$ cat src/rtl/mul_div_pkg.sv
// Shared types for the iterative multiply/divide unit: op encoding, FSM states
// and helpers that classify operand signedness.
package mul_div_pkg;

    localparam int XLEN_DEFAULT = 32;

    typedef enum logic [2:0] {
        OP_MUL    = 3'd0,
        OP_MULH   = 3'd1,
        OP_MULHSU = 3'd2,
        OP_MULHU  = 3'd3,
        OP_DIV    = 3'd4,
        OP_DIVU   = 3'd5,
        OP_REM    = 3'd6,
        OP_REMU   = 3'd7
    } op_e;

    typedef enum logic [1:0] {
        S_IDLE = 2'd0,
        S_CALC = 2'd1,
        S_DONE = 2'd2
    } state_e;

    // MUL returns the low half, which is identical for signed and unsigned
    // operands, so it is treated as unsigned.
    function automatic logic op_a_signed(op_e op);
        return op inside {OP_MULH, OP_MULHSU, OP_DIV, OP_REM};
    endfunction

    function automatic logic op_b_signed(op_e op);
        return op inside {OP_MULH, OP_DIV, OP_REM};
    endfunction

endpackage

$ cat src/rtl/mul_div_if.sv
// Request/writeback bundle between the core pipeline and the mul/div unit.
// Handshake: start is sampled only while busy is low; wb_en is a one-cycle strobe.
interface mul_div_if #(
    parameter int XLEN = 32,
    parameter int RS   = 5
);
    logic            start;
    logic            flush;
    logic [2:0]      funct3;
    logic [XLEN-1:0] op_a;
    logic [XLEN-1:0] op_b;
    logic [RS-1:0]   rd_in;
    logic            busy;
    logic            wb_en;
    logic [RS-1:0]   wb_rd;
    logic [XLEN-1:0] wb_data;

    modport master (
        output start, flush, funct3, op_a, op_b, rd_in,
        input  busy, wb_en, wb_rd, wb_data
    );

    modport slave (
        input  start, flush, funct3, op_a, op_b, rd_in,
        output busy, wb_en, wb_rd, wb_data
    );
endinterface

$ cat src/rtl/div_iter.sv
// Restoring divider on unsigned magnitudes: one quotient bit per step, MSB first.
module div_iter #(
    parameter int XLEN = 32
) (
    input  logic            clk,
    input  logic            rst,
    input  logic            load_i,
    input  logic            step_i,
    input  logic [XLEN-1:0] dividend_i,
    input  logic [XLEN-1:0] divisor_i,
    output logic [XLEN-1:0] quo_o,
    output logic [XLEN-1:0] rem_o
);
    logic [XLEN-1:0] quo_q, rem_q, div_q;
    logic [XLEN:0]   shifted;
    logic [XLEN-1:0] diff;
    logic            borrow;

    // The quotient register doubles as the dividend shift register.
    always_comb begin
        shifted = {rem_q, quo_q[XLEN-1]};
        borrow  = shifted < {1'b0, div_q};
        diff    = shifted[XLEN-1:0] - div_q;
    end

    always_ff @(posedge clk) begin
        if (rst) begin
            quo_q <= '0;
            rem_q <= '0;
            div_q <= '0;
        end else if (load_i) begin
            quo_q <= dividend_i;
            rem_q <= '0;
            div_q <= divisor_i;
        end else if (step_i) begin
            quo_q <= {quo_q[XLEN-2:0], ~borrow};
            rem_q <= borrow ? shifted[XLEN-1:0] : diff;
        end
    end

    assign quo_o = quo_q;
    assign rem_o = rem_q;
endmodule

$ cat src/rtl/mul_div_unit.sv
// Multi-cycle RV32M-style multiply/divide unit with fixed XLEN-cycle latency,
// shift-add multiplier, sign fix-up and divide special-case handling.
module mul_div_unit
    import mul_div_pkg::*;
#(
    parameter int XLEN = XLEN_DEFAULT,
    parameter int RS   = 5
) (
    input  logic      clk,
    input  logic      rst,
    mul_div_if.slave  bus,
    output state_e    state_o
);
    localparam int CW = $clog2(XLEN);
    localparam logic [CW-1:0] LAST = CW'(XLEN - 1);

    state_e            state_q;
    op_e               op_q, op_in;
    logic [CW-1:0]     count_q;
    logic              busy_q;
    logic [RS-1:0]     rd_q, wb_rd_q;
    logic [XLEN-1:0]   a_q, b_q, wb_data_q;
    logic [2*XLEN:0]   prod_q, prod_step;

    logic              accept, in_a_neg, in_b_neg, a_neg, b_neg, ovf;
    logic [XLEN-1:0]   in_mag_a, in_mag_b, mag_a, quo_mag, rem_mag, quo_s, rem_s, result;
    logic [XLEN:0]     psum;
    logic [2*XLEN-1:0] prod_s;

    always_comb begin
        op_in    = op_e'(bus.funct3);
        accept   = bus.start && !bus.flush;
        in_a_neg = op_a_signed(op_in) && bus.op_a[XLEN-1];
        in_b_neg = op_b_signed(op_in) && bus.op_b[XLEN-1];
        in_mag_a = in_a_neg ? -bus.op_a : bus.op_a;
        in_mag_b = in_b_neg ? -bus.op_b : bus.op_b;
        a_neg    = op_a_signed(op_q) && a_q[XLEN-1];
        b_neg    = op_b_signed(op_q) && b_q[XLEN-1];
        mag_a    = a_neg ? -a_q : a_q;
        // Upper XLEN+1 bits accumulate the partial product; lower half shifts out the multiplier.
        psum      = prod_q[2*XLEN:XLEN] + (prod_q[0] ? {1'b0, mag_a} : '0);
        prod_step = {psum, prod_q[XLEN-1:0]} >> 1;
    end

    div_iter #(.XLEN(XLEN)) u_div (
        .clk        (clk),
        .rst        (rst),
        .load_i     (state_q == S_IDLE && accept),
        .step_i     (state_q == S_CALC && !bus.flush),
        .dividend_i (in_mag_a),
        .divisor_i  (in_mag_b),
        .quo_o      (quo_mag),
        .rem_o      (rem_mag)
    );

    always_comb begin
        prod_s = (a_neg ^ b_neg) ? -prod_q[2*XLEN-1:0] : prod_q[2*XLEN-1:0];
        quo_s  = (a_neg ^ b_neg) ? -quo_mag : quo_mag;
        rem_s  = a_neg ? -rem_mag : rem_mag;
        ovf    = (a_q == {1'b1, {(XLEN-1){1'b0}}}) && (b_q == '1);
        result = '0;
        case (op_q)
            OP_MUL:                       result = prod_s[XLEN-1:0];
            OP_MULH, OP_MULHSU, OP_MULHU: result = prod_s[2*XLEN-1:XLEN];
            OP_DIV, OP_DIVU: begin
                if (b_q == '0)                 result = '1;
                else if (op_q == OP_DIV && ovf) result = a_q;
                else                           result = quo_s;
            end
            default: begin
                if (b_q == '0)                 result = a_q;
                else if (op_q == OP_REM && ovf) result = '0;
                else                           result = rem_s;
            end
        endcase
    end

    always_ff @(posedge clk) begin
        if (rst) begin
            state_q   <= S_IDLE;
            op_q      <= OP_MUL;
            count_q   <= '0;
            busy_q    <= 1'b0;
            rd_q      <= '0;
            wb_rd_q   <= '0;
            a_q       <= '0;
            b_q       <= '0;
            wb_data_q <= '0;
            prod_q    <= '0;
        end else begin
            unique case (state_q)
                S_IDLE: if (accept) begin
                    state_q <= S_CALC;
                    count_q <= '0;
                    busy_q  <= 1'b1;
                    op_q    <= op_in;
                    rd_q    <= bus.rd_in;
                    a_q     <= bus.op_a;
                    b_q     <= bus.op_b;
                    prod_q  <= {{(XLEN+1){1'b0}}, in_mag_b};
                end
                S_CALC: if (bus.flush) begin
                    state_q <= S_IDLE;
                    busy_q  <= 1'b0;
                end else begin
                    prod_q  <= prod_step;
                    count_q <= count_q + CW'(1);
                    if (count_q == LAST) state_q <= S_DONE;
                end
                S_DONE: begin
                    state_q <= S_IDLE;
                    busy_q  <= 1'b0;
                    if (!bus.flush) begin
                        wb_rd_q   <= rd_q;
                        wb_data_q <= result;
                    end
                end
                default: state_q <= S_IDLE;
            endcase
        end
    end

    // Result is presented live during DONE and held in wb_*_q afterwards.
    assign bus.busy    = busy_q;
    assign bus.wb_en   = (state_q == S_DONE) && !bus.flush && !rst;
    assign bus.wb_rd   = (state_q == S_DONE) ? rd_q : wb_rd_q;
    assign bus.wb_data = (state_q == S_DONE) ? result : wb_data_q;
    assign state_o     = state_q;
endmodule

$ cat src/flat_wrapper.sv
// flat-port wrapper written by rule: the top's interface ports become plain ports
module mul_div_unit_flat import mul_div_pkg::*;
#(
    parameter int XLEN = XLEN_DEFAULT,
    parameter int RS   = 5
)
  (clk, rst, state_o, bus_start, bus_flush, bus_funct3, bus_op_a, bus_op_b, bus_rd_in, bus_busy, bus_wb_en, bus_wb_rd, bus_wb_data);
  mul_div_if #(.XLEN(XLEN), .RS(RS)) bus_i ();
  input  logic clk;
  input  logic rst;
  output state_e state_o;
  input wire logic [$bits(bus_i.start)-1:0] bus_start;
  input wire logic [$bits(bus_i.flush)-1:0] bus_flush;
  input wire logic [$bits(bus_i.funct3)-1:0] bus_funct3;
  input wire logic [$bits(bus_i.op_a)-1:0] bus_op_a;
  input wire logic [$bits(bus_i.op_b)-1:0] bus_op_b;
  input wire logic [$bits(bus_i.rd_in)-1:0] bus_rd_in;
  output wire logic [$bits(bus_i.busy)-1:0] bus_busy;
  output wire logic [$bits(bus_i.wb_en)-1:0] bus_wb_en;
  output wire logic [$bits(bus_i.wb_rd)-1:0] bus_wb_rd;
  output wire logic [$bits(bus_i.wb_data)-1:0] bus_wb_data;
  assign bus_i.start = bus_start;
  assign bus_i.flush = bus_flush;
  assign bus_i.funct3 = bus_funct3;
  assign bus_i.op_a = bus_op_a;
  assign bus_i.op_b = bus_op_b;
  assign bus_i.rd_in = bus_rd_in;
  assign bus_busy = bus_i.busy;
  assign bus_wb_en = bus_i.wb_en;
  assign bus_wb_rd = bus_i.wb_rd;
  assign bus_wb_data = bus_i.wb_data;
  mul_div_unit #(.XLEN(XLEN), .RS(RS)) u_core (.clk(clk), .rst(rst), .bus(bus_i), .state_o(state_o));
endmodule
$ cat config.mk
export PLATFORM = sky130hd
export DESIGN_NAME = mul_div_unit_flat
export DESIGN_NICKNAME = d
export VERILOG_FILES = /design/src/rtl/mul_div_pkg.sv /design/src/rtl/mul_div_if.sv /design/src/rtl/div_iter.sv /design/src/rtl/mul_div_unit.sv /design/src/flat_wrapper.sv
export SDC_FILE = /design/constraint.sdc
export NUM_CORES = 1
export LEC_CHECK = 0
export CORE_MARGIN = 2
export CORE_UTILIZATION = 43
export CTS_BUF_LIST = sky130_fd_sc_hd__clkbuf_4
export DETAILED_ROUTE_END_ITERATION = 8
export MAX_ROUTING_LAYER = met4
export SKIP_LAST_GASP = 1
export SLEW_MARGIN = 0
export SYNTH_ARGS = -nofsm -noshare
export SYNTH_HDL_FRONTEND = slang
export SYNTH_SLANG_ARGS = --single-unit
$ cat constraint.sdc
create_clock -name clk -period 4.7 [get_ports clk]
set_input_delay 1.175 -clock clk [delete_from_list [all_inputs] [get_ports clk]]
set_output_delay 1.175 -clock clk [all_outputs]
set_load 0.02 [all_outputs]
==> impl_metrics.json <==
{
  "synth_async_sr_flop_share_pct": 0,
  "routed_wire_length_per_instance_um": 23.0,
  "power.ir.vdd_worst_v": 0.000235,
  "firstDrtPassIters": 5,
  "dieArea_um2": 48400,
  "drc_errors": 0,
  "worstPathMaxFanout": 4,
  "timing.hold.worst_path_depth": 2,
  "power_per_cell_area_nw_per_um2": 310,
  "mostFrequentLayoutCells": "nand2_1 (409), a21oi_1 (279), nor2_1 (274)",
  "ctsHtreeMaxLevel": 3,
  "timing.max_slew.rel_slack_pct": 42.8,
  "worst_setup_path_start_kind": "flop",
  "crit_required_ns": 3.52,
  "synthesis.instances": 2760,
  "cts.sink_count": 276,
  "worst-slew-pin-transition_ns": 0.855,
  "holdCritStartpoint": "u_core.wb_data_q[11]",
  "crit_path_cell_trace": "or4_4, nor4_4, nand3_4, nor3_4, nor2_4, a221o_1, o221ai_2, a31oi_1, buf_4, mux2_4, buf_6",
  "grt_start_max_net_pins": 138,
  "netlist-cell-type-count": 88,
  "failed_checks": "negative setup slack",
  "layout-drive-gt1-share_pct": 22.2,
  "rsz0062_at_grt": "yes",
  "grt_overflow_total": 0,
  "cts_tree": "done",
  "setup.worst_path.end_class": "output pin",
  "period_needed_ns": 4.86,
  "crit_path_top_delay_cell": "or4_4",
  "worst_case_setup_slack_after_placement_ns": -0.301,
  "dp_hpwl_mm": 64.1,
  "fmax_mhz": 206,
  "timing.setup.tns_ns": -2.06,
  "synth.yosys.seq_area_share_pct": 27.6,
  "route.vias.total": 22300,
  "post_synthesis_net_count": 2913,
  "area_growth_syn_to_layout_pct": 28.7,
  "numCtsBuffers": 82,
  "core_region_area_um2": 46300,
  "worst_ep_arrival_time_ns": 3.69,
  "final_max_slew_viol_count": 0,
  "number_of_antenna_violations_at_the_first_check_in_global_routing": 2,
  "critical_path.reg2reg.startpoint": "u_core.a_q[10]",
  "cts-root-buf": "clkbuf_4",
  "io-pin-count": 117,
  "final_antenna_net_count": 0,
  "holdCritPathClass": "flop to flop",
  "grt_pass1_vias": 21000,
  "layout_commonest_cell": "nand2_1",
  "worst_skew_pair.late_latency_ns": 0.89,
  "initial_core_util_pct": 43.3,
  "rows": 79,
  "routed_wl_mm": 85.7,
  "final-setup-viol-count": 29,
  "finalWorstSetupSlack_ns": -0.165,
  "portBuffers": 116,
  "final_util_pct": 55.8,
  "critical_setup_path_kind": "flop to output pin",
  "power_leakage_uw": 0.0101,
  "clock_pin_slew_of_the_registers_on_the_worst_case_setup_and_hold_paths_ns": 0.07,
  "worstPathBufferInverterCount": 2,
  "synth_edf_count": 0,
  "maxCapViolCount": 0,
  "placed_cells_incl_taps": 3515,
  "layout_skew_ns": 0.0846,
  "gp_congestion": 1.00,
  "synthesis.yosys.warnings": 0,
  "hold_viol_final": 0,
  "die-width_um": 220,
  "worst_r2r_path_depth": 26,
  "count_of_hold_buffers_inserted_by_post_cts_repair": 0,
  "floorplan_die_height_um": 220,
  "nets": 3209,
  "synthesis.area_um2": 20100,
  "timing.critical_path.from": "u_core.a_q[25]",
  "grt_first_pass_wirelength_mm": 128,
  "status": "finished, violations left",
  "drt-vias-per-instance": 6.00,
  "timing.critical_path.depth": 11,
  "ys_dominant_reg_cell": "dfxtp_1",
  "final_non_filler_cell_total": 3718,
  "synth_area_per_inst_um2": 7.27,
  "yosys_register_bits": 276,
  "clockBufferDepth": 3,
  "drtIter0Drc": 1951,
  "globalRouteTotalUtil_pct": 35.9,
  "max_stage_delay_ns": 0.56,
  "layout_worst_path_cycle_share_pct": 104,
  "timing.critical_path.max_delay_family": "simple AND/OR/NAND/NOR gates"
}
-- tightest hold or removal path: stages, from the launching register on --
cell,delay (ns)
dfxtp_1,0.31
nand2_1,0.05
a21oi_1,0.05
-- cell usage after synthesis, types with 24 or more instances --
| cell | instances | share of area, % |
|---|---|---|
| mux2_2 | 26 | 1.5 |
| nand2_1 | 413 | 7.7 |
| ha_1 | 75 | 4.7 |
| or4_1 | 24 | 0.90 |
| o21ai_0 | 164 | 4.1 |
| nor3_1 | 59 | 1.5 |
| nand3_1 | 42 | 1.0 |
| dfxtp_1 | 276 | 28 |
| nor2_1 | 291 | 5.4 |
| a311oi_1 | 33 | 1.4 |
| inv_1 | 95 | 1.8 |
| a21oi_1 | 301 | 7.5 |
| clkbuf_1 | 152 | 2.8 |
| xnor2_1 | 125 | 5.5 |
| nand2b_1 | 27 | 0.84 |
| xor2_1 | 102 | 4.5 |
| a31oi_1 | 36 | 1.1 |
| nor4_1 | 30 | 0.94 |
| a211oi_1 | 49 | 1.8 |
| o31ai_1 | 46 | 1.7 |
| a21o_1 | 35 | 1.3 |
-- stage by stage --
| stage | area (µm²) | power, µW | hold slack (ns) |
|---|---|---|---|
| global route | 25800 | 8400 | 0.475 |
| CTS | 25200 | 7850 | 0.457 |
| detailed placement | 23000 | 5200 | 0.447 |
| finish | 25800 | 7990 | 0.457 |
| floorplan | 20100 | 4210 | 0.421 |
| global placement | 23000 | 5180 | 0.439 |
-- metal layers --
| layer | up-vias | GRT usage (%) | wire length, µm |
|---|---|---|---|
| li1 | 10500 | - | - |
| met1 | 10700 | 43.7 | 35500 |
| met2 | 832 | 56.6 | 39600 |
| met3 | 242 | 5.81 | 5360 |
| met4 | 0 | 20.2 | 5240 |
| met5 | - | - | 0 |
-- where the power goes --
part,internal [µW],switching (µW)
logic,1210,1840
clock network,1170,1150
registers,2470,155
total,4850,3140
-- final timing paths --
path                                              to  slack, ns
worst max register to register     u_core.prod_q[60]      -0.06
worst min register to register  u_core.wb_data_q[11]       0.46
worst min-delay path            u_core.wb_data_q[11]       0.46
worst max-delay path                  bus_wb_data[0]      -0.16
-- registers in the layout, indices dropped and copies added (netlist names) --
signal              flops
u_core.u_div.quo_o     32
u_core.wb_rd_q          5
u_core.a_q             32
u_core.bus.busy         1
u_core.wb_data_q       32
u_core.op_q             3
u_core.u_div.div_q     32
u_core.prod_q          64
u_core.state_o          2
u_core.u_div.rem_o     32
u_core.count_q          5
u_core.b_q             31
u_core.rd_q             5
-- timing repair --
action / CTS / global route
pin swaps: 103 / 72
resized for setup: 337 / 109
setup endpoints to repair: 32 / 38
gates cloned: 1 / 1
buffers inserted: 44 / 20
-- logic make-up (layout without fill, tap and decap cells) --
logic type / after synthesis / in the layout / share of synthesized area, %
simple gates: 1021 / 1021 / 23.5
compound gates: 842 / 842 / 26.7
buf+inv: 277 / 623 / 5.29
flops: 276 / 276 / 27.6
xor+xnor: 227 / 227 / 9.92
fa+ha+maj: 77 / 77 / 4.88
mux: 40 / 40 / 2.18
other cells: 0 / 5 / 0
-- final cells by class --
type / count / area, µm²
Sequential cell: 276 / 5550
Inverter: 96 / 360
Tap cell: 607 / 759
Fill cell: 4481 / 20500
Clock buffer: 114 / 856
Multi-Input combinational cell: 2207 / 14800
Antenna cell: 5 / 12.5
Timing Repair Buffer: 393 / 3360
Clock inverter: 20 / 125
Power figures use the tool's default switching activity.
